File: src/rtl/add1_pg.sv
// add1_pg: one-bit full-adder cell with carry propagate/generate and optional registered copies
module add1_pg #(
    parameter bit PROP_OR = 1'b0,
    parameter bit REG_OUT = 1'b1
) (
    input  logic clk,
    input  logic rst,
    input  logic a,
    input  logic b,
    input  logic c,
    output logic s,
    output logic p,
    output logic g,
    output logic co,
    output logic s_q,
    output logic p_q,
    output logic g_q,
    output logic co_q
);
    always_comb begin
        s  = a ^ b ^ c;
        g  = a & b;
        p  = PROP_OR ? (a | b) : (a ^ b);
        co = g | (p & c);
    end
    generate
        if (REG_OUT) begin : g_reg
            logic s_d, p_d, g_d, co_d;
            always_comb begin
                s_d  = s;
                p_d  = p;
                g_d  = g;
                co_d = co;
            end
            always_ff @(posedge clk) begin
                if (rst) begin
                    s_q  <= 1'b0;
                    p_q  <= 1'b0;
                    g_q  <= 1'b0;
                    co_q <= 1'b0;
                end else begin
                    s_q  <= s_d;
                    p_q  <= p_d;
                    g_q  <= g_d;
                    co_q <= co_d;
                end
            end
        end else begin : g_noreg
            logic unused_clk_rst;
            assign unused_clk_rst = clk ^ rst;
            assign s_q  = 1'b0;
            assign p_q  = 1'b0;
            assign g_q  = 1'b0;
            assign co_q = 1'b0;
        end
    endgenerate
endmodule

File: config.mk
export PLATFORM = sky130hd
export DESIGN_NAME = add1_pg
export DESIGN_NICKNAME = d
export VERILOG_FILES = /design/src/rtl/add1_pg.sv
export SDC_FILE = /design/constraint.sdc
export NUM_CORES = 1
export LEC_CHECK = 0
export ABC_AREA = 1
export BUFFER_PORTS_ARGS = -buffer_cell sky130_fd_sc_hd__buf_4
export CORE_AREA = 2 2 39 41
export CTS_CLUSTER_SIZE = 10
export DETAILED_ROUTE_END_ITERATION = 7
export DIE_AREA = 0 0 41 43
export GPL_TIMING_DRIVEN = 1
export HOLD_SLACK_MARGIN = 0.02
export MAX_ROUTING_LAYER = met4
export PLACE_DENSITY_LB_ADDON = 0.3
export SYNTH_ARGS = -nofsm -noshare
export SYNTH_HDL_FRONTEND = slang
export SYNTH_SLANG_ARGS = --single-unit
File: constraint.sdc
create_clock -name clk -period 0.9 [get_ports clk]
set_clock_uncertainty 0.05 [all_clocks]
set_input_delay 0.09 -clock clk [delete_from_list [all_inputs] [get_ports clk]]
set_output_delay 0.09 -clock clk [all_outputs]
set_load 0.03 [all_outputs]
==> flow_metrics.env <==
export IMPL_antenna_violating_nets_post_route=0
export IMPL_die_x_um=41
export IMPL_synth_seq_area_share_pct=56.1
export IMPL_routed_via_density=3.07
export IMPL_die_area_sq_um=1760
export IMPL_timing_critical_path_required_ns=0.76
export IMPL_crit_path_top_delay_cell="sky130_fd_sc_hd__fa_2"
export IMPL_clkSinkCount=4
export IMPL_crit_path_max_incr_delay_ns=0.57
export IMPL_route_vias_total=141
export IMPL_power_density_nw_per_um2=1980
export IMPL_syn_inst=14
export IMPL_gr_max_usage_layer="met4"
export IMPL_failed_checks="setup timing"
export IMPL_num_nets_final=39
export IMPL_final_period_minus_worst_setup_slack_ns=1.03
export IMPL_fillers=161
export IMPL_power_leakage_nw=0.155
export IMPL_syn_area_per_cell_sq_um=10.2
export IMPL_timing_critical_path_from_type="primary input"
export IMPL_post_route_worst_setup_slack_ns=-0.128
export IMPL_place_worst_setup_slack_ns=-0.183
export IMPL_vdd_drop_max_mv=0.282
export IMPL_report_final_setup_viol=1
export IMPL_tritoncts="done"
export IMPL_run_status="complete, but fails checks"
export IMPL_floorplan_rows=14
export IMPL_cp_max_fo=2
export IMPL_grt_max_degree=5
export IMPL_detailed_place_area_sq_um=255
export IMPL_max_slew_margin_rel_pct=94.3
export IMPL_clockRootBuffer="sky130_fd_sc_hd__clkbuf_4"
export IMPL_final_min_period_over_clock_period_pct=114
export IMPL_synthDistinctLibCells=5
export IMPL_grt_setup_unrepaired="yes"
export IMPL_cts_buffers_inserted=3
export IMPL_grtUsageMet3_pct=4.71
export IMPL_all_layer_gr_usage_pct=5.88
export IMPL_seq_power_share_pct=32.7
export IMPL_post_cts_repair_setup_buffers=0
export IMPL_min_delay_worst_endpoint="p_q$_SDFF_PP0_"
export IMPL_cpMostUsedCell="sky130_fd_sc_hd__buf_6"
export IMPL_antenna_diode_count=0
export IMPL_ys_async_sr_fraction_pct=0
export IMPL_worstHoldPathCells=4
export IMPL_share_of_final_layout_standard_cells_stronger_than_drive_strength_1_pct=53.3
export IMPL_maxCapViolCount=0
export IMPL_final_cell_area_sq_um=299
export IMPL_wl_um=388
export IMPL_buffer_ports_inserted=12
export IMPL_switching_share_pct=30.3
export IMPL_firstDrtPassIters=2
export IMPL_power_switching_mw=0.180
export IMPL_criticalPathCategory="in -> out"
export IMPL_wl_cell_um=8.43
export IMPL_place_congestion=0.561
export IMPL_boundaryPins=13
export IMPL_total_power_mw=0.593
export IMPL_detail_route_iter0_violations=1
export IMPL_cts_buffer_depth=2
export IMPL_report_final_slew_viol_count=0
export IMPL_htree_num_levels=1
export IMPL_area_growth_syn_to_layout_pct=110
export IMPL_worst_slew_pin_transition_ns=0.0857
export IMPL_hpwl_um=326
export IMPL_hold_path_class="in -> reg"
export IMPL_initial_core_util_pct=10.3
export IMPL_power_clock_fraction_pct=38.3
export IMPL_die_height_um=43
export IMPL_path_cells="buf_6 -> fa_2 -> buf_6"
export IMPL_synth_area_sq_um=143
export IMPL_p_int_mw=0.414
export IMPL_hp_start="b"
export IMPL_synth_enable_flop_cells=0
export IMPL_global_route_usage_met1_pct=5.83
export IMPL_detailed_route_drc_error_count=0
export IMPL_grt_pass1_wl_um=524
export IMPL_yosys_top_cells_count="4 x sky130_fd_sc_hd__dfxtp_1, 4 x sky130_fd_sc_hd__inv_1, 4 x sky130_fd_sc_hd__nor2_1"
export IMPL_tns_ns=-0.128
export IMPL_clock_fmax_mhz=973
export IMPL_clk_pin_slew_ns=0.04
export IMPL_grt_antenna_before_repair=0
export IMPL_synthesis_yosys_warnings=0
export IMPL_timing_critical_path_to_type="output port"
export IMPL_proportion_of_netlist_area_held_by_the_largest_area_contributor_pct=56.1
export IMPL_netlist_top_cells_area="sky130_fd_sc_hd__dfxtp_1 56%, sky130_fd_sc_hd__fa_1 14%, sky130_fd_sc_hd__inv_1 11%"
export IMPL_finalHoldViolCount=0
export IMPL_cp_data_arrival_time_ns=0.89
export IMPL_core_area_sq_um=1380
export IMPL_synth_top_area_cell="sky130_fd_sc_hd__dfxtp_1"
export IMPL_met2_usage_pct=4.69
export IMPL_synthesized_netlist_net_count=21
export IMPL_synth_ff_latch_count=4
export IMPL_overflow=0
export IMPL_p_comb_share_pct=28.9
export IMPL_postSynth_topFlopCell="sky130_fd_sc_hd__dfxtp_1"
export IMPL_grt_pass1_vias=136
[critical path: cells and delay by family]
family                   cells  cell delay, ns
adder cells (fa/ha/maj)      1            0.57
buffers and inverters        2            0.22
[state kept, by name, indices dropped and copies added (netlist names)]
signal,flops
co_q,1
s_q,1
g_q,1
p_q,1
[final cells by class]
class | count | area [sq um] | area share (%)
clock buffers | 3 | 22.5 | 7.53
inverters | 4 | 15.0 | 5.02
repair buffers | 13 | 111 | 37.2
well taps | 16 | 20.0 | 6.69
multi-input cells | 6 | 50.0 | 16.7
flip-flops and latches | 4 | 80.1 | 26.8
[logic make-up (layout without fill, tap and decap cells)]
kind of cell | count (synthesis) | count (layout) | share of synthesized area, %
fa+ha+maj | 2 | 2 | 22.8
buf+inv | 4 | 20 | 10.5
flops | 4 | 4 | 56.1
simple gates | 4 | 4 | 10.5
[through the flow]
stage               hold WS (ns)  std cells  utilization, %
floorplan                  0.112         14               -
global placement           0.232         42            18.4
detailed placement         0.232         42            18.4
CTS                        0.175         46            21.6
global route               0.197         46            21.6
finish                     0.174         46            21.6
[worst max-delay path by stage]
| stage | from | end | slack, ns | cells after the start |
|---|---|---|---|---|
| global route | c | s | -0.15 | 3 |
| detailed placement | a | s | -0.18 | 3 |
| floorplan | a | s_q$_SDFF_PP0_ | -0.09 | 3 |
| CTS | c | s | -0.14 | 3 |
| finish | c | s | -0.13 | 3 |
| global placement | a | s | -0.18 | 3 |
[cell usage in the layout (no fill, tap or decap)]
cell type	netlist	routed
sky130_fd_sc_hd__ha_1	1	1
sky130_fd_sc_hd__fa_2	0	1
sky130_fd_sc_hd__inv_1	4	4
sky130_fd_sc_hd__nor2_1	4	4
sky130_fd_sc_hd__buf_6	0	3
sky130_fd_sc_hd__buf_4	0	9
sky130_fd_sc_hd__clkbuf_4	0	3
sky130_fd_sc_hd__dlygate4sd3_1	0	1
sky130_fd_sc_hd__dfxtp_1	4	4
[power groups by stage]
stage	Sequential (mW)	Combinational, mW	Clock (mW)
finish	0.194	0.172	0.227
global route	0.195	0.184	0.251
CTS	0.194	0.175	0.240
detailed placement	0.197	0.162	0
global placement	0.198	0.163	0
floorplan	0.224	0.0731	0
[metal layers]
layer | vias to the layer above | part of all wire [%]
met1 | 53 | 44
met2 | 15 | 31
met4 | 0 | 4.9
met3 | 2 | 20
li1 | 71 | -
met5 | - | 0
[timing repair]
item	in CTS	in global routing
setup endpoints to repair	2	1
hold buffers	1	0
hold endpoints to repair	4	0
pin swaps	1	0
resized for setup	3	0
No activity file was read; power rests on OpenSTA's default activity.
